File: src/rtl/mu0_pkg.sv
// Shared MU0 encodings: opcodes, ALU function codes, control-unit states and the control word.
package mu0_pkg;

    localparam int unsigned OP_W     = 4;
    localparam int unsigned ALU_FS_W = 2;
    localparam int unsigned CNT_W    = 16;

    localparam logic [OP_W-1:0] OP_LDA = 4'h0;
    localparam logic [OP_W-1:0] OP_STA = 4'h1;
    localparam logic [OP_W-1:0] OP_ADD = 4'h2;
    localparam logic [OP_W-1:0] OP_SUB = 4'h3;
    localparam logic [OP_W-1:0] OP_JMP = 4'h4;
    localparam logic [OP_W-1:0] OP_JGE = 4'h5;
    localparam logic [OP_W-1:0] OP_JNE = 4'h6;
    localparam logic [OP_W-1:0] OP_STP = 4'h7;

    localparam logic [ALU_FS_W-1:0] ALU_PASSY = 2'b00;
    localparam logic [ALU_FS_W-1:0] ALU_ADD   = 2'b01;
    localparam logic [ALU_FS_W-1:0] ALU_INC   = 2'b10;
    localparam logic [ALU_FS_W-1:0] ALU_SUB   = 2'b11;

    typedef enum logic [1:0] {
        FETCH   = 2'b00,
        EXECUTE = 2'b01,
        HALT    = 2'b10
    } state_t;

    // mem_access marks cycles that may be stretched by memory wait states
    typedef struct packed {
        logic                x_sel;
        logic                y_sel;
        logic                addr_sel;
        logic [ALU_FS_W-1:0] alu_fs;
        logic                pc_en;
        logic                ir_en;
        logic                acc_en;
        logic                mem_ren;
        logic                mem_wen;
        logic                halted;
        logic                mem_access;
    } ctrl_t;

endpackage

File: src/rtl/mu0_decode.sv
// Combinational MU0 decoder: state, opcode and ACC flags to the raw control word.
module mu0_decode
    import mu0_pkg::*;
(
    input  state_t          state,
    input  logic [OP_W-1:0] f,
    input  logic            n,
    input  logic            z,
    output ctrl_t           ctrl
);

    always_comb begin
        ctrl = '0;
        case (state)
            FETCH: begin
                ctrl.mem_ren    = 1'b1;
                ctrl.ir_en      = 1'b1;
                ctrl.x_sel      = 1'b1;
                ctrl.alu_fs     = ALU_INC;
                ctrl.pc_en      = 1'b1;
                ctrl.mem_access = 1'b1;
            end
            EXECUTE: begin
                case (f)
                    OP_LDA: begin
                        ctrl.addr_sel   = 1'b1;
                        ctrl.mem_ren    = 1'b1;
                        ctrl.alu_fs     = ALU_PASSY;
                        ctrl.acc_en     = 1'b1;
                        ctrl.mem_access = 1'b1;
                    end
                    OP_STA: begin
                        ctrl.addr_sel   = 1'b1;
                        ctrl.mem_wen    = 1'b1;
                        ctrl.mem_access = 1'b1;
                    end
                    OP_ADD, OP_SUB: begin
                        ctrl.addr_sel   = 1'b1;
                        ctrl.mem_ren    = 1'b1;
                        ctrl.alu_fs     = (f == OP_ADD) ? ALU_ADD : ALU_SUB;
                        ctrl.acc_en     = 1'b1;
                        ctrl.mem_access = 1'b1;
                    end
                    OP_JMP, OP_JGE, OP_JNE: begin
                        ctrl.y_sel  = 1'b1;
                        ctrl.alu_fs = ALU_PASSY;
                        ctrl.pc_en  = (f == OP_JMP) ? 1'b1 :
                                      (f == OP_JGE) ? ~n : ~z;
                    end
                    default: ;
                endcase
            end
            HALT:    ctrl.halted = 1'b1;
            default: ;
        endcase
    end

endmodule

File: src/rtl/mu0_control.sv
// MU0 control unit: fetch/execute sequencer, memory wait handling and retired-instruction counter.
// Optional memory wait states are enabled by defining MU0_MEM_WAIT_EN.
module mu0_control
    import mu0_pkg::*;
(
    input  logic                clk,
    input  logic                reset,
    input  logic [OP_W-1:0]     F,
    input  logic                N,
    input  logic                Z,
`ifdef MU0_MEM_WAIT_EN
    input  logic                mem_ready,
`endif
    output logic                X_sel,
    output logic                Y_sel,
    output logic                Addr_sel,
    output logic [ALU_FS_W-1:0] ALU_fs,
    output logic                PC_En,
    output logic                IR_En,
    output logic                Acc_En,
    output logic                MEM_ren,
    output logic                MEM_wen,
    output logic                Halted,
    output logic [CNT_W-1:0]    instr_count
);

    state_t     state;
    state_t     next_state;
    ctrl_t      dec_ctrl;
    ctrl_t      ctrl;
    logic       mem_ready_c;
    logic       stall;
    logic       retire;

`ifdef MU0_MEM_WAIT_EN
    assign mem_ready_c = mem_ready;
`else
    assign mem_ready_c = 1'b1;
`endif

    mu0_decode u_decode (
        .state (state),
        .f     (F),
        .n     (N),
        .z     (Z),
        .ctrl  (dec_ctrl)
    );

    always_ff @(posedge clk) begin
        if (reset) begin
            state       <= FETCH;
            instr_count <= '0;
        end else begin
            state <= next_state;
            if (retire)
                instr_count <= instr_count + CNT_W'(1);
        end
    end

    // Stalls keep selects and strobes up but suppress register loads
    always_comb begin
        next_state = state;
        ctrl       = dec_ctrl;
        stall      = dec_ctrl.mem_access & ~mem_ready_c;
        retire     = 1'b0;
        case (state)
            FETCH:   if (!stall) next_state = EXECUTE;
            EXECUTE: begin
                if (!stall) begin
                    retire     = 1'b1;
                    next_state = (F == OP_STP) ? HALT : FETCH;
                end
            end
            HALT:    next_state = HALT;
            default: next_state = FETCH;
        endcase
        if (stall) begin
            ctrl.pc_en  = 1'b0;
            ctrl.ir_en  = 1'b0;
            ctrl.acc_en = 1'b0;
        end
        if (reset)
            ctrl = '0;
    end

    assign X_sel    = ctrl.x_sel;
    assign Y_sel    = ctrl.y_sel;
    assign Addr_sel = ctrl.addr_sel;
    assign ALU_fs   = ctrl.alu_fs;
    assign PC_En    = ctrl.pc_en;
    assign IR_En    = ctrl.ir_en;
    assign Acc_En   = ctrl.acc_en;
    assign MEM_ren  = ctrl.mem_ren;
    assign MEM_wen  = ctrl.mem_wen;
    assign Halted   = ctrl.halted;

endmodule

File: config.mk
export PLATFORM = sky130hd
export DESIGN_NAME = mu0_control
export DESIGN_NICKNAME = d
export VERILOG_FILES = /design/src/rtl/mu0_pkg.sv /design/src/rtl/mu0_decode.sv /design/src/rtl/mu0_control.sv
export SDC_FILE = /design/constraint.sdc
export NUM_CORES = 1
export LEC_CHECK = 0
export CAP_MARGIN = 20
export CORE_MARGIN = 1
export CORE_UTILIZATION = 43
export DETAILED_ROUTE_END_ITERATION = 7
export GPL_TIMING_DRIVEN = 0
export PLACE_DENSITY = 0.81
export SETUP_SLACK_MARGIN = 0.05
export SLEW_MARGIN = 20
export SYNTH_ARGS = -nofsm -noshare
export SYNTH_HDL_FRONTEND = slang
export SYNTH_SLANG_ARGS = --single-unit
File: constraint.sdc
create_clock -name clk -period 1.64 [get_ports clk]
set_input_delay 0.492 -clock clk [delete_from_list [all_inputs] [get_ports clk]]
set_output_delay 0.492 -clock clk [all_outputs]
set_load 0.1 [all_outputs]
# Yosys cells after proc, flatten, opt, wreduce, memory -nomap -nowiden
# Index checks and enable logic that the tools add are counted.
word_totals:
  register_bits: 18
  latch_bits: 0
  ram_bits: 0
  rom_bits: 0
  inputBits: 8
  output_inout_bits: 27
  mem_count: 0
op_classes:
  add_sub_neg: 1
  multipliers: 0
  div_mod_pow: 0
  order_cmp: 0
  eq_ne: 9
  shift: 0
  muxes: 21
  n_bitwise: 2
  n_reduce_logical: 6
op_table:
  columns: ["cell", "count"]
  rows:
  - ["$add A16 B1 Y16 const B", 1]
  - ["$eq A4 B3 Y1 const B", 4]
  - ["$mux W12", 1]
  - ["$mux W1", 11]
  - ["$mux W2", 5]
  - ["$eq A4 B2 Y1 const B", 2]
  - ["$pmux W2 S3", 1]
  - ["$pmux W3 S2", 1]
  - ["$reduce_or A3 Y1", 2]
  - ["$eq A4 B1 Y1 const B", 1]
  - ["$logic_not A4 Y1", 1]
  - ["$pmux W1 S2", 2]
  - ["$reduce_or A4 Y1", 1]
  - ["$eq A2 B1 Y1 const B", 1]
  - ["$eq A2 B2 Y1 const B", 1]
  - ["$logic_not A2 Y1", 1]
  - ["$not A1 Y1", 2]
  - ["$reduce_or A2 Y1", 1]

# Logic depth before layout (Yosys ltp)
# Gate-level depths: netlist (run 1).
logic_depth:
  ltp_word: 6
  depth_mapped: 6
  mapped_depth_nobuf: 5

# Modules after synthesis
# From an unflattened synthesis (run 1), not the netlist that was laid out.
unflattened:
  cells_unflattened: 122
  area_unflattened_um2: 1007.2
by_module_without_submodules:
  columns: ["mod", "instances", "cells_each", "area_per_inst_um2", "seq_area_each_um2"]
  rows:
  - ["mu0_control", 1, 101, 880.8, 360.3]
  - ["mu0_decode", 1, 21, 126.4, 0.0]

# Worst setup path after synthesis (run 1)
# No wires, ideal clock.
synth_timing:
  kind: "input -> output"
  startpoint: "in reset"
  endpoint: "out PC_En"
  t_arrival_ns: 4.469
  required_time_ns: 1.148
  setup_slack_ns: -3.321
  stages: 3
  n_path_buf: 1
  path_cell_list: "clkbuf_1 -> nor4_1 -> a21o_1"
synth_via:
  elab_chain_len: 1
synth_lines:
  columns: ["item", "line_no", "source"]
  rows:
  - ["from (decl)", "mu0_control.sv:7", "input logic reset,"]
  - ["$mux W12", "mu0_control.sv:82", "if (reset)"]
  - ["to (decl)", "mu0_control.sv:18", "output logic PC_En,"]
# Every way passes these cells.

# Worst setup path in the final report (run 1)
layout_timing:
  startpoint: "reg state[0]"
  endpoint: "out ALU_fs[0]"
layout_via:
  elab_chain_len: 3
  word_cells_on_any_way: 4
  cone_classes: "1 x eq/ne; 2 x mux; 1 x reduce/logical"
layout_lines:
  columns: ["item", "line_no", "source"]
  rows:
  - ["from (decl)", "mu0_control.sv:27", "state_t state;"]
  - ["from (signal assigned)", "mu0_control.sv:54", "state <= next_state;"]
  - ["$eq A2 B1 Y1 or $logic_not A2 Y1 (tied branches)", "mu0_decode.sv:14", "case (state)"]
  - ["$pmux W3 S2 *", "mu0_decode.sv:14", null]
  - ["$mux W12 *", "mu0_control.sv:82", null]
  - ["to (decl)", "mu0_control.sv:17", "output logic [ALU_FS_W-1:0] ALU_fs,"]
# Every way passes the cells marked *; elsewhere a longest branch is shown, timed or not.

==> run summary, run 1 <==
DP HPWL: 1.76 mm
Sink Count: 18
Final min period: 2.05 ns
Post-synthesis mux area share: 0%
Core footprint: 2020 um2
Number of synthesized register bits: 18
First-pass GRT wire length: 4.49 mm
Warnings, synthesis: 0
Fin nets: 179
Post-Syn Instances: 118
CTS Hold Buffers Added: 0
RSZ-0062 raised after global routing: yes
Overflow after GRT: 0
Final WL: 3.37 mm
Hold depth: 3
WL/cell: 17.2 um
Rows: 16
DRT Pass-1 Iters: 4
FMAX: 488 MHz
Overall power: 1.03 mW
Vias per inst: 5.67
Pre-CTS WS: -1.70 ns
Worst Max-Slew Pin Slew: 0.442 ns
Routability cong.: 0.814
Maximum VDD drop: 0.533 mV
Failing checks: negative setup slack
# diodes: 0
Max-slew violations: 0
Via count: 1111
Clock Pin Slew Worst Setup and Hold Paths: 0.11 ns
Max-slew headroom at the worst pin: 70.5%
DRT iter0 DRCs: 33
Crit-path max FO: 6
Leakage: 0.728 nW
Initial antenna violation count: 0
Setup crit end kind: output pin
Simple-gate share of the synthesized area: 35.2%
Syn-to-layout area delta: 86.6%
Die width: 49.2 um
H-tree depth: 1
DR DRC count: 0
Total CTS buffers: 3
Critical Path Source Type: flop
Die Area: 2420 um2
Xor/xnor cell area share of the yosys netlist: 9.16%
Initial Util: 47.3%
I/O pin total: 35
Max Cap Violations: 0
Clock root cell: clkbuf_4
Post-synthesis sequential area ratio: 37.7%
Post-Synth Adder-Cell Area: 1.31%
Clock skew: 0.000913 ns
CTS tree: yes
Worst EP required: 1.15 ns
Worst r2r path cells: 7
Final-report hold violation count: 0
Final setup violation count: 11
CP Class: flop to output pin
Syn Nets: 127
PnR worst setup slack: -0.408 ns
Share of layout cells above drive strength 1: 57.4%
Mapped cell area: 956 um2
DIE HEIGHT: 49.2 um
Skew-Pair Late Insertion Delay: 0.29 ns
CTS max path bufs: 2
Combinational family with the most area after synthesis: simple AND/OR/NAND/NOR gates
Pwr Density: 575 nW/um2
Global-route usage over all layers: 24.5%
Post-synthesis compound-gate area fraction: 9.16%
Yosys cell types: 30
Crit path DAT: 1.56 ns
Commonest non-fill, non-tap cell in the layout: buf_4
Post-route ant nets: 0
Commonest non-fill, non-tap cells in the layout: buf_4 (18), clkbuf_4 (13), dfxtp_4 (12)
Largest net degree at the start of global routing: 11
Status: finished, violations left
Synthesized area per cell: 8.10 um2
Vias in the first global route: 995
PortBufs: 33
Min-delay worst type: primary input to flop
Tcrit/Tclk final: 125%
==> metal layers <==
layer,wire (um),track usage [%],up-vias,share of wire [%]
met5,0,0,-,0
met4,97,10.8,0,2.9
met3,211,2.49,14,6.3
met2,1750,48.4,65,52
met1,1320,25.2,518,39
li1,-,-,514,-
==> cell usage after synthesis <==
cell	number	area, um2
dfxtp_1	18	360
nor2_1	12	45.0
nand2_1	9	33.8
nand4_1	8	50.1
a21oi_1	7	35.0
nand3_1	7	35.0
o21ai_0	6	30.0
xor2_1	6	52.6
or3_1	5	31.3
buf_4	4	30.0
nor3_1	4	20.0
xnor2_1	4	35.0
clkbuf_1	3	11.3
a211oi_1	2	15.0
and2_1	2	12.5
and3_1	2	12.5
buf_6	2	22.5
inv_1	2	7.51
nand2b_1	2	12.5
nor3b_1	2	15.0
nor4_1	2	12.5
a21o_1	1	7.51
and2b_1	1	7.51
and4_4	1	11.3
and4b_1	1	10.0
ha_1	1	12.5
nand2_2	1	6.26
nand3b_1	1	7.51
nor2b_1	1	6.26
or2b_1	1	7.51
==> power breakdown <==
group | internal, mW | switching (mW) | leakage [nW]
Combinational | 0.138 | 0.222 | 0.556
Clock | 0.0883 | 0.141 | 0.0154
Sequential | 0.428 | 0.00770 | 0.157
==> registers in the layout (all words and copies together), names as in the netlist <==
signal       cells
instr_count     16
state            2
==> through the flow <==
stage | setup TNS [ns] | std cells | hold slack, ns | util [%] | area, um2
final | -3.31 | 196 | 0.501 | 88.2 | 1780
after global routing | -3.76 | 196 | 0.519 | 88.2 | 1780
after CTS | -2.94 | 188 | 0.487 | 81.0 | 1640
after detailed placement | -21.03 | 178 | 0.485 | 73.8 | 1490
after global placement | -20.81 | 178 | 0.471 | 73.8 | 1490
after floorplan | -7.73 | 118 | 0.524 | - | 1130
==> final cells by class <==
type | instances | area [um2]
Clock inverter | 1 | 3.75
Sequential cell | 18 | 412
Timing Repair Buffer | 47 | 500
Inverter | 2 | 7.51
Buffer | 9 | 123
Multi-Input combinational cell | 89 | 682
Clock buffer | 3 | 22.5
Tap cell | 27 | 33.8
Fill cell | 92 | 238
==> cell families (layout without fill, tap and decap cells) <==
logic type	after synthesis	count (layout)
flops	18	18
xor+xnor	10	10
compound gates	16	16
fa+ha+maj	1	1
simple gates	62	62
buf+inv	11	62
==> worst max-delay path: stages, from the launching register on <==
cell and delay, ns:
dfxtp_2 0.36, buf_6 0.11, and2b_1 0.16, buf_6 0.13, nand2_4 0.06, nor2_4 0.11, and2_4 0.17, buf_12 0.17
==> what timing repair did <==
action,4_1_cts,5_1_grt
endpoints found under the setup margin,27,26
pin swaps,14,7
resized for setup,213,26
gates cloned,0,0
buffers inserted,6,8
==> path summary, 6_finish.rpt <==
path / startpoint / to / slack [ns]
worst min-delay path: F[1] / state[1]$_SDFF_PP0_ / 0.50
worst min register to register: instr_count[12]$_SDFFE_PP0P_ / instr_count[12]$_SDFFE_PP0P_ / 0.50
worst max-delay path: state[0]$_SDFF_PP0_ / ALU_fs[0] / -0.41
worst max register to register: state[1]$_SDFF_PP0_ / instr_count[13]$_SDFFE_PP0P_ / 0.05
(Power assumes the default switching activity.)
==> inputs of run 2 (changes only) <==
- CORE_UTILIZATION: 43 -> 46
- PLACE_DENSITY: 0.81 -> 0.85
- clock period: 1.64 -> 2.5 ns (I/O delays scaled with it)
==> run 2 against run 1 <==
Effect of this change:
- the flow now finishes without violations
- non-clock buffer count down 8
- die area decreased by 6.3%
- clock skew rose by 0.00093 ns
- utilization is 11 points lower
- final cell count shrank 4.6%
- register-to-register slack gained 0.91 ns
- sequential share of layout area increased by 0.73 points
- via count down 6.8%
- final area shrank 15%
- hold slack better by 0.010 ns
- clock-buffer cell count stayed put
- clock power decreased by 38%
- critical endpoint is now PC_En
- highest routed layer unchanged
==> run summary, run 2 (synthesis results as in run 1) <==
Setup crit end kind: output pin
Combinational Power Share: 30.9% (-4.2 points)
DRT Pass-1 Iters: 4 (unchanged)
Vias in the first global route: 848 (-15%)
Post-route ant nets: 0 (unchanged)
Share of layout cells above drive strength 1: 30.6% (-27 points)
Pwr Density: 418 nW/um2 (-27%)
Sw power: 0.221 mW (-40%)
Cell Int Power: 0.411 mW (-37%)
Die Area: 2260 um2 (-6.3%)
Crit path DAT: 1.70 ns (+0.14 ns)
Critical Path Source Type: primary input
Worst EP required: 1.75 ns (+0.60 ns)
Largest net degree at the start of global routing: 11 (unchanged)
Status: finished, final reports clean
Clock root cell: clkbuf_4
H-tree depth: 1 (unchanged)
DIE HEIGHT: 47.6 um (-3.2%)
Clock skew: 0.00184 ns (+0.000927 ns)
Clock Pin Slew Worst Setup and Hold Paths: 0.09 ns (-0.02 ns)
Commonest non-fill, non-tap cell in the layout: dfxtp_1
First-pass GRT wire length: 3.62 mm (-19%)
Sw Ratio: 35.0% (-1.2 points)
Initial antenna violation count: 0 (unchanged)
Max-slew headroom at the worst pin: 35.9% (-35 points)
Via count: 1036 (-6.8%)
Post-Route Setup TNS: 0 ns (+3.31 ns)
Hold depth: 2 (-1)
Leakage: 0.647 nW (-11%)
Global-route usage over all layers: 23.0% (-1.5 points)
Tcrit/Tclk final: 97.9%
CTS tree: yes
PortBufs: 33 (unchanged)
Final-report hold violation count: 0 (unchanged)
Sink Count: 18 (unchanged)
Largest register FFs: 16 (unchanged)
Routability cong.: 0.819 (+0.57%)
Clock network power share: 22.4% (about the same)
RSZ-0062 raised after global routing: yes
Max Cap Violations: 0 (unchanged)
Maximum VDD drop: 0.374 mV (-30%)
# diodes: 0 (unchanged)
Final WL: 2.69 mm (-20%)
Worst Max-Slew Pin Slew: 0.966 ns (+0.523 ns)
R2R setup slack: 0.96 ns (+0.91 ns)
Cells after DPL: 178 (unchanged)
Max-slew violations: 0 (unchanged)
I/O pin total: 35 (unchanged)
Crit-path max FO: 3 (-3)
Top flop regs: instr_count x16, state x2
Vias per inst: 5.54 (-2.3%)
Fin nets: 171 (-4.5%)
FF-to-FF End: instr_count[13]$_SDFFE_PP0P_
Final cell count without fillers: 187 (-4.6%)
CTS Hold Buffers Added: 0 (unchanged)
Syn-to-layout area delta: 58.4%
Initial Util: 48.7% (+1.4 points)
Sequential power share: 46.7% (+4.2 points)
Top reg by flops: instr_count
Min-delay worst type: flop to flop
Commonest non-fill, non-tap cells in the layout: dfxtp_1 (18), dlygate4sd2_1 (16), buf_4 (12)
Total CTS buffers: 3 (unchanged)
Overflow after GRT: 0 (unchanged)
Core footprint: 1960 um2 (-3.0%)
DR DRC count: 0 (unchanged)
CTS max path bufs: 2 (unchanged)
DRT iter0 DRCs: 14 (-58%)
DP HPWL: 1.83 mm (+3.5%)
Final min period: 2.45 ns
CP Class: primary input to output pin
FMAX: 409 MHz
Min-delay src: instr_count[15]$_SDFFE_PP0P_
Die width: 47.6 um (-3.2%)
Skew-Pair Late Insertion Delay: 0.29 ns (about the same)
Worst r2r path cells: 7 (unchanged)
Reg2Reg Launch Point: state[0]$_SDFF_PP0_
WL/cell: 14.4 um (-16%)
Final setup violation count: 0 (-11)
Rows: 16 (unchanged)
WHS Endpoint: instr_count[15]$_SDFFE_PP0P_
==> run 2: cell count changes in the layout (fill, tap and decap cells not counted), sizes merged <==
| cell | delta |
|---|---|
| buf | -14 |
| dlymetal6s2s | -1 |
| clkinv | -1 |
| clkdlybuf4s15 | +1 |
| dlygate4sd2 | +16 |
| clkbuf | -10 |
==> run 2: power groups by stage <==
stage                     clock [mW]  sequential, mW  combinational, mW
after global placement             0           0.302              0.176
after CTS                      0.142           0.295              0.183
after detailed placement           0           0.302              0.178
after floorplan                    0           0.325              0.113
final                          0.142           0.295              0.195
after global routing           0.156           0.296              0.203
==> run 2: worst max path at each step <==
stage	cells past startpoint	slack (ns)	startpoint	endpoint
finish	6	0.05	F[2]	PC_En
global route	6	-0.008	F[1]	PC_En
CTS	6	0.03	F[2]	PC_En
detailed placement	6	-1.33	F[2]	PC_En
global placement	6	-1.30	F[2]	PC_En
floorplan	4	-0.76	F[2]	PC_En
==> run 2: what timing repair did <==
item	CTS	global route
endpoints found under the setup margin	27	7
buffers inserted	1	5
gates resized for setup	117	4
pin swaps	7	1
==> run 2: cell type report <==
class	count	area, um2
Multi-Input combinational cell	89	626
Fill cell	151	448
Timing Repair Buffer	39	373
Sequential cell	18	360
Buffer	9	91.3
Tap cell	27	33.8
Clock buffer	3	22.5
Inverter	2	7.51
==> run 2: per-layer routing <==
metal	part of all wire [%]	wire length (um)	GRT usage, %	up-vias
met5	0	0	0	-
met2	53	1430	44.1	26
met1	41	1090	24.5	512
met4	0.37	10	5.56	0
met3	5.8	156	6.79	2
li1	-	-	-	496
==> run 2: worst max-delay path: stages <==
cell and delay [ns]:
buf_6 0.08, nor2b_4 0.15, nand2_2 0.07, nor4_4 0.30
a21o_4 0.17, buf_12 0.16
==> run 2: per-stage QoR <==
| stage | utilization (%) | worst slack (ns) | hold slack, ns | power [mW] | instance area [um2] |
|---|---|---|---|---|---|
| after floorplan | - | -0.756 | 0.557 | 0.438 | 1070 |
| after global placement | 73.1 | -1.30 | 0.467 | 0.477 | 1430 |
| after detailed placement | 73.1 | -1.33 | 0.494 | 0.480 | 1430 |
| after CTS | 74.6 | 0.0328 | 0.505 | 0.620 | 1460 |
| after global routing | 77.2 | -0.00820 | 0.531 | 0.655 | 1510 |
| final | 77.2 | 0.0524 | 0.511 | 0.633 | 1510 |
==> inputs of run 3 (changes only) <==
- CTS_CLUSTER_SIZE: not set -> 8
==> results of run 3 <==
The final DEF is identical to that of run 2; final timing and power are the same.
